### src/rtl/dict_pkg.sv
// ---------------------------------------------------------------------------
// dict_pkg
//   Shared definitions for the dictionary preload controller:
//   - dict_ld_state_t : preload FSM state encoding
//   - default widths for the two dictionary profiles (R-type 5/10, I-type 6/12)
//   - DICT_DEPTH(kw)  : entries per dictionary for a given key width
//   - dict_sel_width  : width of an index selecting one of n items (min 1 bit)
// ---------------------------------------------------------------------------
package dict_pkg;

   typedef enum logic [1:0] {
      ST_IDLE  = 2'd0,
      ST_PRIME = 2'd1,
      ST_LOAD  = 2'd2,
      ST_DONE  = 2'd3
   } dict_ld_state_t;

   localparam int unsigned R_KEY_WIDTH    = 5;
   localparam int unsigned R_VAL_WIDTH    = 10;
   localparam int unsigned I_KEY_WIDTH    = 6;
   localparam int unsigned I_VAL_WIDTH    = 12;
   localparam int unsigned DEF_NUM_FIELDS = 3;

   function automatic int unsigned DICT_DEPTH(input int unsigned kw);
      return 32'd1 << kw;
   endfunction

   // A single field still needs a one-bit index register.
   function automatic int unsigned dict_sel_width(input int unsigned n);
      return (n > 1) ? $clog2(n) : 1;
   endfunction

endpackage

### src/rtl/dict_ld_counter.sv
// ---------------------------------------------------------------------------
// dict_ld_counter
//   Field / entry position of the word currently on the dictionary write
//   port during a preload. The entry counter wraps DEPTH-1 -> 0 and carries
//   into the field index on the same edge, so consecutive fields are loaded
//   back to back.
//
// Ports
//   clk       : clock, rising edge
//   resetn    : asynchronous active-low reset
//   clear     : restart at field 0, entry 0 on the next edge
//   advance   : step to the next entry on the next edge
//   field_nxt : field index the next word belongs to (drives the one-hot
//               enable register in the parent)
//   last      : current word is the final entry of the final field
// ---------------------------------------------------------------------------
module dict_ld_counter
   import dict_pkg::*;
#(
   parameter int unsigned NUM_FIELDS = DEF_NUM_FIELDS,
   parameter int unsigned KEY_WIDTH  = I_KEY_WIDTH,
   parameter int unsigned FIELD_W    = dict_sel_width(NUM_FIELDS)
) (
   input  logic               clk,
   input  logic               resetn,
   input  logic               clear,
   input  logic               advance,
   output logic [FIELD_W-1:0] field_nxt,
   output logic               last
);

   logic [FIELD_W-1:0]   field_idx;
   logic [KEY_WIDTH-1:0] entry;
   logic                 entry_wrap;

   assign entry_wrap = (entry == '1);
   assign field_nxt  = entry_wrap ? field_idx + 1'b1 : field_idx;
   assign last       = entry_wrap && (field_idx == FIELD_W'(NUM_FIELDS - 1));

   always_ff @(posedge clk or negedge resetn) begin
      if (!resetn) begin
         field_idx <= '0;
         entry     <= '0;
      end else if (clear) begin
         field_idx <= '0;
         entry     <= '0;
      end else if (advance) begin
         entry     <= entry + 1'b1;
         field_idx <= field_nxt;
      end
   end

endmodule

### src/rtl/dict_preload_ctrl.sv
// ---------------------------------------------------------------------------
// dict_preload_ctrl
//   Start-up loader for the code-compression field dictionaries. Walks a
//   synchronous preload ROM (field f at f*DEPTH .. f*DEPTH+DEPTH-1) and
//   streams every word into its field's dictionary at one word per cycle,
//   with no gaps inside or between fields. dict_ready goes high once every
//   field holds a complete load; load_sum is the XOR of all words written.
//
// Ports
//   clk          : clock, rising edge
//   resetn       : asynchronous active-low reset
//   start        : level load request, honoured in IDLE or DONE only
//   rom_en       : ROM read enable (registered)
//   rom_addr     : ROM word address (registered)
//   rom_data     : ROM read data, one cycle after the sampling edge
//   write_enable : per-field dictionary write enable, one-hot or zero
//   write_val    : dictionary entry data, straight from rom_data
//   busy         : load in progress
//   dict_ready   : all dictionaries hold a complete load
//   load_sum     : XOR of every word written during the last load
// ---------------------------------------------------------------------------
module dict_preload_ctrl
   import dict_pkg::*;
#(
   parameter int unsigned NUM_FIELDS = DEF_NUM_FIELDS,
   parameter int unsigned KEY_WIDTH  = I_KEY_WIDTH,
   parameter int unsigned VAL_WIDTH  = I_VAL_WIDTH,
   parameter int unsigned ROM_AW     = $clog2(NUM_FIELDS * DICT_DEPTH(KEY_WIDTH))
) (
   input  logic                  clk,
   input  logic                  resetn,
   input  logic                  start,
   output logic                  rom_en,
   output logic [ROM_AW-1:0]     rom_addr,
   input  logic [VAL_WIDTH-1:0]  rom_data,
   output logic [NUM_FIELDS-1:0] write_enable,
   output logic [VAL_WIDTH-1:0]  write_val,
   output logic                  busy,
   output logic                  dict_ready,
   output logic [VAL_WIDTH-1:0]  load_sum
);

   localparam int unsigned DEPTH   = DICT_DEPTH(KEY_WIDTH);
   localparam int unsigned TOTAL   = NUM_FIELDS * DEPTH;
   localparam int unsigned FIELD_W = dict_sel_width(NUM_FIELDS);
   localparam logic [ROM_AW-1:0] LAST_ADDR = ROM_AW'(TOTAL - 1);

   dict_ld_state_t     state;
   logic [FIELD_W-1:0] field_nxt;
   logic               last;
   logic               cnt_clear;
   logic               cnt_advance;

   // Counter tracks the word currently on write_val: zeroed while priming,
   // stepped once per streamed word.
   assign cnt_clear   = (state == ST_PRIME);
   assign cnt_advance = (state == ST_LOAD);

   dict_ld_counter #(
      .NUM_FIELDS (NUM_FIELDS),
      .KEY_WIDTH  (KEY_WIDTH),
      .FIELD_W    (FIELD_W)
   ) u_counter (
      .clk       (clk),
      .resetn    (resetn),
      .clear     (cnt_clear),
      .advance   (cnt_advance),
      .field_nxt (field_nxt),
      .last      (last)
   );

   assign write_val = rom_data;

   // The ROM address runs one word ahead of write_val to hide the ROM read
   // latency. It stops at the final word; the edge that finds it there also
   // drops rom_en, which still lets that final read complete.
   always_ff @(posedge clk or negedge resetn) begin
      if (!resetn) begin
         state        <= ST_IDLE;
         rom_en       <= 1'b0;
         rom_addr     <= '0;
         write_enable <= '0;
         busy         <= 1'b0;
         dict_ready   <= 1'b0;
         load_sum     <= '0;
      end else begin
         case (state)
            ST_IDLE, ST_DONE: begin
               if (start) begin
                  state      <= ST_PRIME;
                  rom_en     <= 1'b1;
                  rom_addr   <= '0;
                  busy       <= 1'b1;
                  dict_ready <= 1'b0;
                  load_sum   <= '0;
               end
            end

            ST_PRIME: begin
               state        <= ST_LOAD;
               rom_addr     <= rom_addr + 1'b1;
               write_enable <= NUM_FIELDS'(1);
            end

            ST_LOAD: begin
               load_sum <= load_sum ^ rom_data;
               if (rom_addr < LAST_ADDR) begin
                  rom_addr <= rom_addr + 1'b1;
               end else begin
                  rom_en <= 1'b0;
               end
               if (last) begin
                  state        <= ST_DONE;
                  write_enable <= '0;
                  busy         <= 1'b0;
                  dict_ready   <= 1'b1;
               end else begin
                  // Field carry and entry wrap land on the same edge, so the
                  // enable hops to the next field without an idle cycle.
                  write_enable <= NUM_FIELDS'(1) << field_nxt;
               end
            end

            default: state <= ST_IDLE;
         endcase
      end
   end

endmodule

### config.mk
export PLATFORM = sky130hd
export DESIGN_NAME = dict_preload_ctrl
export DESIGN_NICKNAME = d
export VERILOG_FILES = /design/src/rtl/dict_pkg.sv /design/src/rtl/dict_ld_counter.sv /design/src/rtl/dict_preload_ctrl.sv
export SDC_FILE = /design/constraint.sdc
export NUM_CORES = 1
export LEC_CHECK = 0
export BUFFER_PORTS_ARGS = -buffer_cell sky130_fd_sc_hd__buf_2
export CORE_MARGIN = 5
export CORE_UTILIZATION = 52
export CTS_CLUSTER_DIAMETER = 50
export CTS_CLUSTER_SIZE = 14
export DETAILED_ROUTE_END_ITERATION = 10
export HOLD_SLACK_MARGIN = 0.06
export PLACE_DENSITY = 0.8
export SYNTH_ARGS = -nofsm -noshare
export SYNTH_HDL_FRONTEND = slang
export SYNTH_SLANG_ARGS = --single-unit
### constraint.sdc
create_clock -name clk -period 3.6 [get_ports clk]
set_input_delay 0.18 -clock clk [delete_from_list [all_inputs] [get_ports clk]]
set_output_delay 0.18 -clock clk [all_outputs]
set_load 0.05 [all_outputs]
### Word-level counts from Yosys, hierarchy flattened

Cells that the tools add are included.

| storage, ports and cells | value |
|---|---|
| word-level logic and storage cells | 57 |
| output and inout bits | 38 |
| flip-flop bits (word level) | 36 |
| input bits | 15 |

| cells by class | value |
|---|---|
| reduce and logical (&&, ||, !) cells | 10 |
| add/subtract/negate cells | 3 |
| equality and inequality tests | 9 |
| shift operators | 1 |
| order comparisons | 1 |
| bitwise logic cells | 1 |
| muxes and demuxes | 23 |

Operators by type and width:

| operator | number |
|---|---|
| $pmux 12 s2 | 1 |
| $pmux 8 s3 | 1 |
| $mux 8 | 2 |
| $mux 12 | 1 |
| $mux 6 | 2 |
| $xor 12x12->12 | 1 |
| $mux 2 | 5 |
| $add 8x1->8 const B | 1 |
| $lt 8x8->1 const B | 1 |
| $add 6x1->6 const B | 1 |
| $eq 2x2->1 const B | 3 |
| $eq 6x6->1 const B | 1 |
| $ne 2x2->1 const B | 3 |
| $pmux 1 s2 | 3 |
| $pmux 2 s3 | 1 |
| $pmux 3 s2 | 1 |
| $reduce_and 2->1 | 3 |
| $reduce_and 3->1 | 2 |
| $mux 1 | 5 |
| $reduce_bool 2->1 | 2 |
| $mux 3 | 1 |
| $shl 1x2->3 const A | 1 |
| $add 2x1->2 const B | 1 |
| $eq 2x1->1 const B | 1 |
| other kinds (4) | 4 |

### Depth between registers and ports, before layout

| depth | value |
|---|---|
| depth after elaboration | 5 |
| depth in mapped cells | 8 |
| mapped depth without buffers | 6 |

### By module

A second synthesis with hierarchy kept.

| second synthesis, totals | value |
|---|---|
| cells, all modules | 204 |
| area, all modules | 2020.7 µm² |

Modules (own cells, without submodules):

| module | cells an instance | instances | sequential area each (µm²) | area each (µm²) |
|---|---|---|---|---|
| dict_preload_ctrl | 159 | 1 | 700.7 | 1579.0 |
| dict_ld_counter | 45 | 1 | 200.2 | 441.7 |

### Least setup slack after synthesis

OpenSTA, ideal clock, no wires.

| path | value |
|---|---|
| path kind | reg2reg |
| from | register rom_addr[0] |
| to | register rom_addr[5] |
| slack | 1.811 ns |
| data arrival time | 1.685 ns |
| data required time | 3.496 ns |
| cell stages (with the launch flop) | 6 |
| period minus slack after synthesis | 1.789 ns |
| path through | dfrtp_1 > ha_1 > and3_4 > a31oi_4 > o21ai_4 > o41ai_2 |

| on the way | value |
|---|---|
| longest elaborated chain between the ends | 3 |

Ends and longest elaborated chain:

| item | RTL line | text |
|---|---|---|
| start, declared | dict_preload_ctrl.sv:34 | `output logic [ROM_AW-1:0] rom_addr,` |
| start signal, assigned | dict_preload_ctrl.sv:101 | `rom_addr <= rom_addr + 1'b1;` |
| start signal, assigned | dict_preload_ctrl.sv:108 | `rom_addr <= rom_addr + 1'b1;` |
| $add 8x1->8 or $lt 8x8->1 (tied branches) | dict_preload_ctrl.sv:101, dict_preload_ctrl.sv:108, dict_preload_ctrl.sv:107 |  |
| $mux 8 or $ne 2x1->1 (tied branches) | -- |  |
| $pmux 8 s3 or $reduce_and 2->1 (tied branches) | -- |  |

Parallel ways exist; a longest one is shown, timed or not. The select of a mux whose other input is x is not followed.
A chain may end at the register's enable or synchronous reset.

### Worst setup path after layout

| path | value |
|---|---|
| from | register state[0] |
| to | register rom_addr[2] |

| on the way | value |
|---|---|
| longest elaborated chain between the ends | 4 |

Ends and longest elaborated chain:

| item | RTL line | text |
|---|---|---|
| start, declared | dict_preload_ctrl.sv:48 | `dict_ld_state_t state;` |
| start signal, assigned | dict_preload_ctrl.sv:79 | `state <= ST_IDLE;` |
| start signal, assigned | dict_preload_ctrl.sv:90 | `state <= ST_PRIME;` |
| start signal, assigned | dict_preload_ctrl.sv:100 | `state <= ST_LOAD;` |
| $eq 2x2->1 or $logic_not 2->1 (tied branches) | dict_preload_ctrl.sv:87 | `case (state)` |
| $reduce_or 2->1 | dict_preload_ctrl.sv:87 |  |
| $ne 2x2->1 (no source line) | -- |  |
| $reduce_and 2->1 (no source line) | -- |  |

Parallel ways exist; a longest one is shown, timed or not.

==> key figures <==
Placement
  – DP Wirelength: 3070 µm
  – PortBufs: 52
  – Cells after DPL: 298
  – GPL Wtd Cong: 0.8586

Routing
  – Drt drc: 0
  – Vias: 1792
  – Antenna Violating Nets Remaining: 0
  – DR pass1 iterations: 4
  – Wirelength, routed: 4467 µm
  – 1st-iter DRT viols: 141
  – Avg WL per Cell: 14.55 µm
  – Via/cell ratio: 5.837

Timing
  – Final hold violation count: 0
  – Worst clock skew: 0.004046 ns
  – Setup violators final: 0
  – RSZ-0062 raised after global routing: no
  – Setup TNS: 0 ns
  – Fin. max-slew vios: 0
  – Period utilization: 68.09%
  – Slew headroom: 46.86%
  – Slew @ Worst Pin: 0.7971 ns
  – Tmin final: 2.451 ns
  – Max Fclk: 408.0 MHz

Outcome
  – Status: completed

GRT
  – Largest net degree at the start of global routing: 37
  – Initial antenna violation count: 0
  – Overall routing resource usage: 17.26%
  – First-pass GRT wire length: 7327 µm
  – Vias in the first global route: 1652
  – Gr ovfl total: 0

Synth
  – Seq/Total Area, Yosys: 43.93%
  – Synthesized netlist cell count: 221
  – Yosys top cell area share: 43.93%
  – Top post-synthesis cells by count: dfrtp_1 (36), nor2_1 (20), nand2_1 (19)
  – Mean Syn Cell Area: 9.279 µm²
  – Yosys warns: 0
  – Synth area leader: dfrtp_1
  – Netlist cell types: 46
  – Largest family of logic cells by synthesized area: compound AO/OA/AOI/OAI gates
  – Syn Nets: 241
  – Number of synthesized flops with an enable pin: 0
  – Asr flop ratio synth: 100.0%
  – Main flop type after synthesis: dfrtp_1
  – Compound-cell area share of the yosys netlist: 22.39%
  – Mapped Area: 2051 µm²
  – Synth top area cells: dfrtp_1 (44%), buf_4 (4.8%), a21oi_1 (4.4%)
  – XOR/XNOR Fraction of Synth Area: 1.281%
  – #FFs+latches synth: 36
  – Adder-cell share of the synthesized area: 3.051%
  – Mux contribution to synthesized area: 1.525%
  – Most frequent cell after synthesis: dfrtp_1
  – Simple-Gate Fraction of Synth Area: 18.55%

Critical path
  – Setup Crit Path Kind: register to register
  – Crit. End Element: register
  – Worst Path Required: 3.76 ns
  – Worst setup SP type: register
  – CP arrival: 2.61 ns
  – Crit path max fanout: 25

Finish
  – Util after Layout: 62.20%
  – Final #Nets: 278
  – Number of fill cells in the layout: 343
  – Register area: 900.9 µm²
  – Multi-input gate area: 959.7 µm²
  – Final Non-Filler Cells: 307
  – Antenna cell count: 0
  – Share of layout cells above drive strength 1: 27.80%
  – Area grow syn2layout: 13.54%

Clock tree
  – CTS resizes: 0
  – Num CTS Buffers: 5
  – Clk buf depth: 2
  – Root buffer cell: clkbuf_8
  – TritonCTS clock tree: yes
  – CTS H-Tree Depth: 2
  – Reg clk slew, reported paths: 0.07 ns
  – Clock latency on the worst-skew pair: 0.29 ns
  – Clock sinks: 36

Floorplan
  – # IOs: 53
  – # rows: 22
  – Die ar.: 5300 µm²
  – Die width: 72.80 µm
  – Die height: 72.80 µm
  – Core area: 3744 µm²
  – Initial core utilization: 54.78%

Pwr
  – Seq pwr share: 47.6%
  – Pwr dens: 401.8 nW/µm²
  – Switching pwr: 0.0003124 W
  – Sw Share: 33.40%
  – Cell-internal power: 0.0006231 W
  – Pleak: 1.068 nW
  – Comb power frac: 20.3%
  – Peak supply drop: 262.2 µV
  – Clock share of power: 32.2%

Job
  – Total of max-cap violations: 0

Worst hold path
  – Worst min path class: primary input to register
## metrics by stage
| stage | hold WS, ns | power (W) | setup WS (ns) | area, µm² |
|---|---|---|---|---|
| global route | 0.1703 | 0.0009811 | 0.9442 | 2328 |
| floorplan | -0.1156 | 0.0005957 | 1.811 | 2051 |
| detailed placement | 0.3125 | 0.0006431 | 1.167 | 2226 |
| global placement | 0.3142 | 0.0006400 | 1.238 | 2226 |
| finish | 0.1640 | 0.0009355 | 1.149 | 2328 |
| CTS | 0.1581 | 0.0009393 | 1.127 | 2328 |
## power groups by stage
stage | registers [W] | clock network, W | logic, W
floorplan | 0.000525 | 0 | 0.0000707
global placement | 0.000451 | 0 | 0.000189
detailed placement | 0.000452 | 0 | 0.000191
CTS | 0.000444 | 0.000303 | 0.000192
global route | 0.000448 | 0.000331 | 0.000203
finish | 0.000445 | 0.000301 | 0.000190
## cell type report
cell class / count / area share [%]
Tap cell: 48 / 2.579
Clock buffer: 6 / 3.546
Inverter: 10 / 1.612
Timing Repair Buffer: 54 / 11.93
Sequential cell: 36 / 38.69
Clock inverter: 2 / 0.4299
Multi-Input combinational cell: 151 / 41.21
## flip-flops by register name, summed over array words and instances (netlist names)
| signal | cells |
|---|---|
| busy | 1 |
| u_counter.entry | 6 |
| rom_addr | 8 |
| u_counter.field_idx | 2 |
| state | 2 |
| load_sum | 12 |
| write_enable | 3 |
| dict_ready | 1 |
| rom_en | 1 |
## worst max-delay path, stage by stage (launching register included)
cell and delay [ns]:
dfrtp_1 0.37, inv_1 0.05, ha_1 0.58, nand2b_1 0.63, o211ai_2 0.33, o21ai_0 0.24
o21ai_0 0.12
## logic make-up (layout without fill, tap and decap cells)
kind of cell | count (synthesis) | in the layout
xor+xnor | 3 | 3
mux | 3 | 3
buf+inv | 34 | 72
fa+ha+maj | 5 | 5
compound gates | 65 | 65
flops | 36 | 36
simple gates | 75 | 75
## final timing paths
kind                                 start            endpoint  slack, ns  cells after the start
max                               state[0]         rom_addr[2]       1.15                      6
min                            rom_data[1]         load_sum[1]       0.16                      3
max reg2reg                       state[0]         rom_addr[2]       1.15                      6
min reg2reg                write_enable[2]     write_enable[2]       0.50                      1
max in group asynchronous           resetn  u_counter.entry[1]       2.59                      2
min in group asynchronous           resetn  u_counter.entry[3]       0.51                      2
## what timing repair did
action                                  CTS  global route
buffers inserted                          0             0
endpoints found under the hold margin    36             0
hold buffers                              1             0
endpoints found under the setup margin    0             0
## placed cells by master (no fill, tap or decap), types with 6 or more instances in the layout
master / instances
clkbuf_8: 6
o21ai_0: 10
o311ai_1: 6
o21ai_1: 7
inv_1: 8
nor2_1: 20
dfrtp_1: 36
nand2_1: 19
a21oi_1: 18
nand4_1: 13
buf_2: 52
## layer usage
metal  track usage [%]  up-vias  wire, µm
met5                 0        -         0
met4             5.738        0        53
met3             3.306        5       185
met2             29.06       38      2220
met1             22.18      872      2008
li1                  -      877         -
Power figures use the tool's default switching activity.
